--- src/rtl/sumres_pkg.sv ---
// Shared definitions for the bit-serial adder/subtractor: state encoding,
// operation codes and datapath width.
package sumres_pkg;

  localparam int WIDTH = 4;

  localparam logic OP_SUMA  = 1'b0;
  localparam logic OP_RESTA = 1'b1;

  typedef enum logic [1:0] {
    IDLE = 2'd0,
    CALC = 2'd1,
    FIN  = 2'd2
  } state_t;

endpackage

--- src/rtl/compl1.sv ---
// Conditional ones' complement of a 4-bit word: q = cpl ? ~d : d.
module compl1
  import sumres_pkg::*;
(
  input  logic [WIDTH-1:0] d,
  input  logic             cpl,
  output logic [WIDTH-1:0] q
);

  genvar gi;
  generate
    for (gi = 0; gi < WIDTH; gi++) begin : g_bit
      assign q[gi] = d[gi] ^ cpl;
    end
  endgenerate

endmodule

--- src/rtl/sumres_serie_sumador_completo.sv ---
// One-bit full adder used by the serial datapath.
module sumador_completo (
  input  logic x,
  input  logic y,
  input  logic cin,
  output logic sum,
  output logic carry
);

  assign sum   = x ^ y ^ cin;
  assign carry = (x & y) | (x & cin) | (y & cin);

endmodule

--- src/rtl/sumres_serie.sv ---
// Bit-serial 4-bit adder/subtractor: operands shift LSB-first through one
// full adder; subtraction uses ones' complement of B plus carry-in = 1.
module sumres_serie
  import sumres_pkg::*;
(
  input  logic             clk,
  input  logic             reset,
  input  logic             start,
  input  logic             op,
  input  logic [WIDTH-1:0] a,
  input  logic [WIDTH-1:0] b,
  output logic             busy,
  output logic             done,
  output logic [WIDTH-1:0] s,
  output logic             cout,
  output logic             ovf,
  output logic             zero
);

  state_t           state_reg, state_next;
  logic [1:0]       cnt_reg, cnt_next;
  logic [WIDTH-1:0] ra_reg, ra_next;
  logic [WIDTH-1:0] rb_reg, rb_next;
  logic [WIDTH-1:0] acc_reg, acc_next;
  logic             c_reg, c_next;
  logic             c3_reg, c3_next;
  logic [WIDTH-1:0] s_reg, s_next;
  logic             cout_reg, cout_next;
  logic             ovf_reg, ovf_next;
  logic             zero_reg, zero_next;
  logic             busy_reg, busy_next;
  logic             done_reg, done_next;

  logic [WIDTH-1:0] b_cpl;
  logic             fa_sum, fa_carry;

  compl1 u_compl1 (
    .d   (b),
    .cpl (op),
    .q   (b_cpl)
  );

  sumador_completo u_fa (
    .x     (ra_reg[0]),
    .y     (rb_reg[0]),
    .cin   (c_reg),
    .sum   (fa_sum),
    .carry (fa_carry)
  );

  always_comb begin
    state_next = state_reg;
    cnt_next   = cnt_reg;
    ra_next    = ra_reg;
    rb_next    = rb_reg;
    acc_next   = acc_reg;
    c_next     = c_reg;
    c3_next    = c3_reg;
    s_next     = s_reg;
    cout_next  = cout_reg;
    ovf_next   = ovf_reg;
    zero_next  = zero_reg;

    case (state_reg)
      IDLE: begin
        if (start) begin
          ra_next    = a;
          rb_next    = b_cpl;
          c_next     = op;
          cnt_next   = 2'd0;
          state_next = CALC;
        end
      end
      CALC: begin
        acc_next = {fa_sum, acc_reg[WIDTH-1:1]};
        ra_next  = ra_reg >> 1;
        rb_next  = rb_reg >> 1;
        c_next   = fa_carry;
        // Carry produced by bit 2 is the carry into the MSB, needed for ovf.
        if (cnt_reg == 2'd2) begin
          c3_next = fa_carry;
        end
        if (cnt_reg == 2'd3) begin
          s_next     = acc_next;
          cout_next  = fa_carry;
          ovf_next   = c3_reg ^ fa_carry;
          zero_next  = (acc_next == '0);
          state_next = FIN;
        end else begin
          cnt_next = cnt_reg + 2'd1;
        end
      end
      FIN: begin
        state_next = IDLE;
      end
      default: begin
        state_next = IDLE;
      end
    endcase

    busy_next = (state_next != IDLE);
    done_next = (state_next == FIN);
  end

  always_ff @(posedge clk) begin
    if (reset) begin
      state_reg <= IDLE;
      cnt_reg   <= 2'd0;
      ra_reg    <= '0;
      rb_reg    <= '0;
      acc_reg   <= '0;
      c_reg     <= 1'b0;
      c3_reg    <= 1'b0;
      s_reg     <= '0;
      cout_reg  <= 1'b0;
      ovf_reg   <= 1'b0;
      zero_reg  <= 1'b1;
      busy_reg  <= 1'b0;
      done_reg  <= 1'b0;
    end else begin
      state_reg <= state_next;
      cnt_reg   <= cnt_next;
      ra_reg    <= ra_next;
      rb_reg    <= rb_next;
      acc_reg   <= acc_next;
      c_reg     <= c_next;
      c3_reg    <= c3_next;
      s_reg     <= s_next;
      cout_reg  <= cout_next;
      ovf_reg   <= ovf_next;
      zero_reg  <= zero_next;
      busy_reg  <= busy_next;
      done_reg  <= done_next;
    end
  end

  assign busy = busy_reg;
  assign done = done_reg;
  assign s    = s_reg;
  assign cout = cout_reg;
  assign ovf  = ovf_reg;
  assign zero = zero_reg;

endmodule

--- config.mk ---
export PLATFORM = sky130hd
export DESIGN_NAME = sumres_serie
export DESIGN_NICKNAME = d
export VERILOG_FILES = /design/src/rtl/sumres_pkg.sv /design/src/rtl/compl1.sv /design/src/rtl/sumres_serie_sumador_completo.sv /design/src/rtl/sumres_serie.sv
export SDC_FILE = /design/constraint.sdc
export NUM_CORES = 1
export LEC_CHECK = 0
export ABC_AREA = 1
export CORE_MARGIN = 2
export CORE_UTILIZATION = 50
export CTS_BUF_LIST = sky130_fd_sc_hd__clkbuf_4
export DETAILED_ROUTE_END_ITERATION = 10
export DONT_BUFFER_PORTS = 1
export PLACE_DENSITY = 0.75
export RECOVER_POWER = 25
export SLEW_MARGIN = 10
export SYNTH_ARGS = -nofsm -noshare
export SYNTH_HDL_FRONTEND = slang
export SYNTH_HIERARCHICAL = 1
export SYNTH_SLANG_ARGS = --single-unit
--- constraint.sdc ---
create_clock -name clk -period 1.64 [get_ports clk]
set_input_delay 0.246 -clock clk [delete_from_list [all_inputs] [get_ports clk]]
set_output_delay 0.246 -clock clk [all_outputs]
set_load 0.01 [all_outputs]
Word level (Yosys, flattened, before mapping):

Cells that the tools add are included.
W data, S select, Z words.

* shifts and indexed selects: 0
* bitwise operators: 12
* mux-type cells: 12
* reductions and logical operators: 8
* multiply operators: 0
* equal/unequal tests: 6
* divide/modulo/power cells: 0
* add/subtract/negate cells: 1
* magnitude comparators: 0

Operator list (number)
* $pmux W4 S2: 2
* $mux W2: 4
* $mux W4: 2
* $pmux W2 S2: 2
* $xor A1 B1 Y1: 7
* $eq A2 B2 Y1 const B: 3
* $reduce_and A2 Y1: 3
* $logic_not A4 Y1: 1
* $ne A2 B2 Y1 const B: 2
* $reduce_bool A2 Y1: 2
* $and A1 B1 Y1: 3
* $reduce_and A3 Y1: 1
* $add A2 B1 Y2 const B: 1
* $eq A2 B1 Y1 const B: 1
* $logic_not A2 Y1: 1
* $or A1 B1 Y1: 2
* $pmux W1 S2: 1
* $mux W1: 1

* bits in registers: 27
* latch bits: 0
* ROM bits: 0
* input bits: 12
* word-level logic and storage cells: 52
* memories: 0
* memory bits (writable): 0

Logic depth before layout (Yosys ltp):

Gate-level depths: netlist of run 1.

* depth in word-level cells: 4
* mapped depth: 7
* mapped depth without buffers: 7

Modules after synthesis:

Netlist of run 1, hierarchy kept.

Modules (own cells, without submodules)
* sumres_serie: area each 1108.6 um^2, times used 1, cells an instance 158
* compl1: area each 63.8 um^2, times used 1, cells an instance 17
* sumador_completo: area each 20.0 um^2, times used 1, cells an instance 1

Least setup slack after synthesis of run 1:

Ideal clock, no wire load.

* kind: register to register
* from: register rb_reg[0]
* to: register zero_reg, in the netlist zero
* buffers on the path: 0
* required time: 1.581 ns
* arrival: 1.121 ns
* setup slack: 0.461 ns
* stages on the path, launching flop included: 5
* cell sequence: dfxtp_1 > fa_1 > nor3_1 > nand3_1 > nand2_1

* longest elaborated chain between the ends: 3

RTL lines
* start: declaration: RTL line sumres_serie.sv:23 `logic [WIDTH-1:0] rb_reg, rb_next;`
* start signal: assignment: RTL line sumres_serie.sv:124 `rb_reg <= rb_next;`
* $xor A1 B1 Y1 (2 in series): RTL line sumres_serie_sumador_completo.sv:10 `assign sum = x ^ y ^ cin;`
* via fa_sum: RTL line sumres_serie.sv:35 `logic fa_sum, fa_carry;`
* $logic_not A4 Y1: RTL line sumres_serie.sv:87 `zero_next = (acc_next == '0);`
* end signal: assignment: RTL line sumres_serie.sv:131 `zero_reg <= zero_next;`
* end: declaration: RTL line sumres_serie.sv:30 `logic zero_reg, zero_next;`

The timed path passes the listed nets, and every way through them passes these cells.
A chain may end at the register's enable or synchronous reset.

Final worst setup path of run 1:

Same ends and word-level chain as after synthesis.

==> results.yml, run 1 <==
outcome:
  outcome: "finished, final reports clean"
final_layout:
  design_area_mm2: 0.00126
  multi_input_area_um2: 569
  nFillCells: 234
  drive_above_1_share: 0.0615
  mostFrequentLayoutCell: "nand2_1"
  layout_common_cells: "45 x nand2_1, 34 x nor2_1, 26 x dfxtp_1"
  nets: 196
  area_growth_pct: 5.77
  seq_area_um2: 520
  diodes: 0
cts:
  post_cts_buffers: 0
  cts.repair.resized: 0
  htree_levels: 1
  clk_pin_slew_worst_paths_ns: 0.14
  clk_latency_ns: 0.31
  cts-root-buf: "clkbuf_4"
  cts_tree: "yes"
  cts_hold_buf: 2
  numCtsBuffers: 3
  clkSinkCount: 26
  cts_max_path_buffers: 2
setup_path:
  worstPathArrival_ns: 1.56
  cp_max_fo: 3
  start_kind: "flip-flop"
  critPathRequiredTime_ns: 1.91
  crit_type: "flip-flop to flip-flop"
  endpoint_kind: "flip-flop"
power_and_ir_drop:
  p_leak_nw: 0.605
  power_frac_seq: 0.625
  pwr_density_cell_mw_per_mm2: 869
  clkPwrFrac: 0.250
  finalPower_w: 0.00110
  intPower_w: 0.000802
  swShare: 0.268
  combPwrFrac: 0.125
  p_sw_w: 0.000294
  irDropWorstVdd_mv: 0.424
drt:
  drt-pass1-iter-count: 4
  drt_iter0_drc: 10
  vias: 1026
  drc: 0
  drtAntennaViolNets: 0
  routed_via_density: 4.96
  postRouteWirelength_um: 2300
  post_drt_wl_per_cell_um: 11.1
timing:
  finalCriticalPeriod_ns: 1.29
  relSlewSlack: 0.659
  setup_tns_ns: 0
  finalSetupViolCount: 0
  tightestPinTransition_ns: 0.509
  grt_setup_unrepaired: "no"
  report.final.slew_viol_count: 0
  hold_viol: 0
  fin_crit_sh: 0.786
  fmax_mhz: 776
  finClkSkew_ns: 0.00193
global_routing:
  grt_pass1_vias: 958
  grt_max_degree: 15
  grt_pass1_wl_um: 3880
  antenna_found_initial: 0
  grt_use_total: 0.189
  grt_overflow: 0
floorplan:
  start_util: 0.534
  die_area_mm2: 0.00279
  rows: 17
  io_pins: 21
  dieWidth_um: 52.8
  die_y_um: 52.8
  coreArea_mm2: 0.00223
synthesis:
  synthXorXnorAreaFrac: 0.00735
  syn_area_mm2: 0.00119
  synth_edf_count: 0
  synth_top_family_by_area: "simple AND/OR/NAND/NOR gates"
  synth_flop_cell: "dfxtp_1"
  yosysWarnings: 6
  synthAdderAreaFrac: 0.0483
  synth-simple-area-share: 0.350
  syn_inst: 176
  synth_cell_types: 19
  synth_compound_area_frac: 0.0714
  ys_ff_latch: 26
  yosysSeqAreaShare: 0.437
  syn_avg_cell_area_um2: 6.77
  async_flop_share: 0
  syn_nets: 192
  synth.area.mux_share: 0
placement:
  gp_congestion: 0.786
  port_buffers: 0
  place_area_mm2: 0.00121
  dp.final_hpwl_um: 1670
run:
  maxCapViolations: 0
hold_path:
  hold_path_class: "primary input to flip-flop"
==> power groups by stage <==
stage | logic, W | registers, W | clock network [W]
global placement | 0.000125 | 0.000697 | 0
global route | 0.000159 | 0.000689 | 0.000308
finish | 0.000137 | 0.000685 | 0.000273
floorplan | 0.000114 | 0.000693 | 0
CTS | 0.000138 | 0.000685 | 0.000284
detailed placement | 0.000129 | 0.000699 | 0
==> worst max-delay path, cell delays in order (launching register included) <==
cell and delay, ns:
dfxtp_1 0.36, fa_1 0.52, nor3_1 0.21, nand3_1 0.09, nand2_1 0.08
==> path summary, 6_finish.rpt <==
kind | start | cells after the start | slack (ns) | end
setup / recovery | rb_reg[0] | 4 | 0.35 | zero
setup reg to reg | rb_reg[0] | 4 | 0.35 | zero
hold / removal | reset | 2 | 0.02 | zero
hold reg to reg | rb_reg[3] | 2 | 0.47 | rb_reg[3]
==> layout make-up <==
| type | count | share of cell area |
|---|---|---|
| clock inverters | 1 | 0.00298 |
| flip-flops and latches | 26 | 0.413 |
| repair buffers | 3 | 0.0218 |
| well taps | 28 | 0.0278 |
| inverters | 22 | 0.0655 |
| multi-input cells | 124 | 0.451 |
| clock buffers | 3 | 0.0179 |
==> per-layer routing <==
metal | vias to the layer above | share of wire | GRT usage
li1 | 545 | - | -
met1 | 458 | 0.46 | 0.226
met2 | 21 | 0.48 | 0.333
met3 | 2 | 0.047 | 0.0314
met4 | 0 | 0.0061 | 0.0769
met5 | - | 0 | 0
==> per-stage QoR <==
stage                util  std cells  hold slack [ns]  setup slack (ns)
finish              0.565        207           0.0155             0.351
floorplan               -        176            0.315             0.461
CTS                 0.565        207          0.00688             0.341
global route        0.565        207          0.00307             0.271
detailed placement  0.544        201            0.319             0.376
global placement    0.544        201            0.317             0.427
==> synthesized netlist by cell type, drive strengths merged (2+ instances only) <==
cell type / number / area (um2)
nand3: 17 / 85.1
ha: 3 / 37.5
a21oi: 8 / 40.0
buf: 2 / 12.5
nand2: 47 / 181
nor2: 36 / 140
o21ai: 9 / 45.0
dfxtp: 26 / 521
inv: 22 / 82.6
clkbuf: 2 / 7.51
==> logic make-up after synthesis <==
family,count (synthesis)
AND/OR/NAND/NOR,102
adder cells (fa/ha/maj),4
XOR/XNOR,1
buffers and inverters,26
flip-flops,26
AO/OA/AOI/OAI,17
Note: power is estimated with default switching activity, not from simulation.
==> inputs of run 2 (changes only) <==
==> constraint.sdc (replaced) <==
create_clock -name clk -period 1.3 [get_ports clk]
set_input_delay 0.195 -clock clk [delete_from_list [all_inputs] [get_ports clk]]
set_output_delay 0.195 -clock clk [all_outputs]
set_load 0.01 [all_outputs]
==> run 2 against run 1 <==
  * Global-route usage up 1.9 points
  * Die area unchanged
  * First-iteration DRC count up 80%
  * Largest cell class unchanged
  * Highest routed layer unchanged
==> results.yml, run 2 (synthesized netlist as in run 1, its figures left out) <==
global_routing:
  grt_max_degree: 14
  grt_pass1_wl_um: 4170
  grt_overflow: 0
  grt_use_total: 0.208
  grt_pass1_vias: 1014
  antenna_found_initial: 0
floorplan:
  die_area_mm2: 0.00279
  dieWidth_um: 52.8
  die_y_um: 52.8
  coreArea_mm2: 0.00223
  io_pins: 21
  start_util: 0.534
  rows: 17
timing:
  worst_slack_ns: 0.0281
  hold_viol: 0
  fmax_mhz: 786
  finalSetupViolCount: 0
  relSlewSlack: 0.678
  report.final.slew_viol_count: 0
  setup_tns_ns: 0
  fin_crit_sh: 0.978
  finClkSkew_ns: 0.00681
  finalCriticalPeriod_ns: 1.27
  tightestPinTransition_ns: 0.482
setup_path:
  critPathRequiredTime_ns: 1.59
  crit_start: "ra_reg[0]"
  endpoint_kind: "flip-flop"
  cp_max_fo: 3
  crit_type: "flip-flop to flip-flop"
  worstPathArrival_ns: 1.56
  start_kind: "flip-flop"
  r2r-start: "ra_reg[0]"
cts:
  numCtsBuffers: 3
  clk_latency_ns: 0.33
  clk_pin_slew_worst_paths_ns: 0.14
  post_cts_buffers: 0
  cts_max_path_buffers: 2
  htree_levels: 1
  cts_tree: "yes"
  clkSinkCount: 26
  cts-root-buf: "clkbuf_4"
hold_path:
  hp-start: "op"
  hold_path_class: "primary input to flip-flop"
outcome:
  outcome: "finished, final reports clean"
placement:
  dp.final_hpwl_um: 1710
  gp_congestion: 0.765
  pre_cts_slack_ns: 0.0492
  port_buffers: 0
final_layout:
  diodes: 0
  nFillCells: 222
  postLayoutCoreUtil: 0.574
  mostFrequentLayoutCell: "nand2_1"
  drive_above_1_share: 0.0833
  area_growth_pct: 7.45
  nets: 198
  layout_common_cells: "45 x nand2_1, 34 x nor2_1, 25 x dfxtp_1"
drt:
  routed_via_density: 5.14
  drt-pass1-iter-count: 4
  postRouteWirelength_um: 2480
  vias: 1070
  post_drt_wl_per_cell_um: 11.9
  drtAntennaViolNets: 0
  drt_iter0_drc: 18
  drc: 0
run:
  maxCapViolations: 0
power_and_ir_drop:
  irDropWorstVdd_mv: 0.549
  p_leak_nw: 0.612
  pwr_density_cell_mw_per_mm2: 1090
-- run 2: cell count changes in the layout (fill, tap and decap cells not counted) --
cell      previous run  this run
buf_4                1         3
clkinv_1             1         0
dfxtp_1             26        25
dfxtp_2              0         1
fa_1                 1         0
fa_2                 0         1
nor2_2               2         1
nor2_4               0         1
-- run 2: cell type report --
cell class | instances | area (um2) | area share
Clock buffer | 3 | 22.5 | 0.0176
Inverter | 22 | 82.6 | 0.0645
Multi-Input combinational cell | 124 | 577 | 0.450
Sequential cell | 26 | 522 | 0.407
Tap cell | 28 | 35.0 | 0.0273
Timing Repair Buffer | 5 | 42.5 | 0.0332
-- run 2: worst paths after layout --
path,to,slack (ns),cells after the start
max,zero,0.03,4
min,rb_reg[3],0.08,4
max reg2reg,zero,0.03,4
min reg2reg,ra_reg[3],0.48,2
-- run 2: report_power, final --
part / internal, W / switching [W] / leakage, nW
Clock: 0.000109 / 0.000238 / 0.0138
Sequential: 0.000833 / 0.0000310 / 0.213
Combinational: 0.0000736 / 0.000113 / 0.385
Total: 0.00102 / 0.000382 / 0.612
-- run 2: per-stage QoR --
step / power [W] / hold slack (ns) / instance area (um2) / cells
3_3_place_gp: 0.00105 / 0.266 / 1230 / 203
4_1_cts: 0.00140 / 0.0835 / 1270 / 208
5_1_grt: 0.00148 / 0.102 / 1280 / 208
6_report: 0.00140 / 0.0809 / 1280 / 208
3_5_place_dp: 0.00105 / 0.269 / 1230 / 203
2_1_floorplan: 0.00102 / 0.264 / 1190 / 176
-- run 2: critical path: stages, from the launching register on --
cell	delay (ns)
dfxtp_1	0.40
fa_2	0.48
nor3_1	0.20
nand3_1	0.09
nand2_1	0.07
-- run 2: what timing repair did --
action | 4_1_cts | 5_1_grt
endpoints found under the setup margin | 0 | 8
resized for setup | 0 | 3
hold buffers | 2 | 0
endpoints found under the hold margin | 13 | 0
-- run 2: routing by layer --
| metal | part of all wire | GRT usage | vias to the layer above | wire length, um |
|---|---|---|---|---|
| met1 | 0.43 | 0.233 | 482 | 1080 |
| met2 | 0.47 | 0.354 | 31 | 1180 |
| met3 | 0.062 | 0.0457 | 7 | 154 |
| met5 | 0 | 0 | - | 0 |
| li1 | - | - | 550 | - |
| met4 | 0.029 | 0.128 | 0 | 71 |
==> inputs of run 3 (changes only) <==
--- a/config.mk
+++ b/config.mk
@@ -12,7 +12,6 @@
 export DETAILED_ROUTE_END_ITERATION = 10
 export DONT_BUFFER_PORTS = 1
 export PLACE_DENSITY = 0.75
-export RECOVER_POWER = 25
 export SLEW_MARGIN = 10
 export SYNTH_ARGS = -nofsm -noshare
 export SYNTH_HDL_FRONTEND = slang
==> results of run 3 <==
Same layout as run 2: the final DEF is identical, and so are final timing and power.
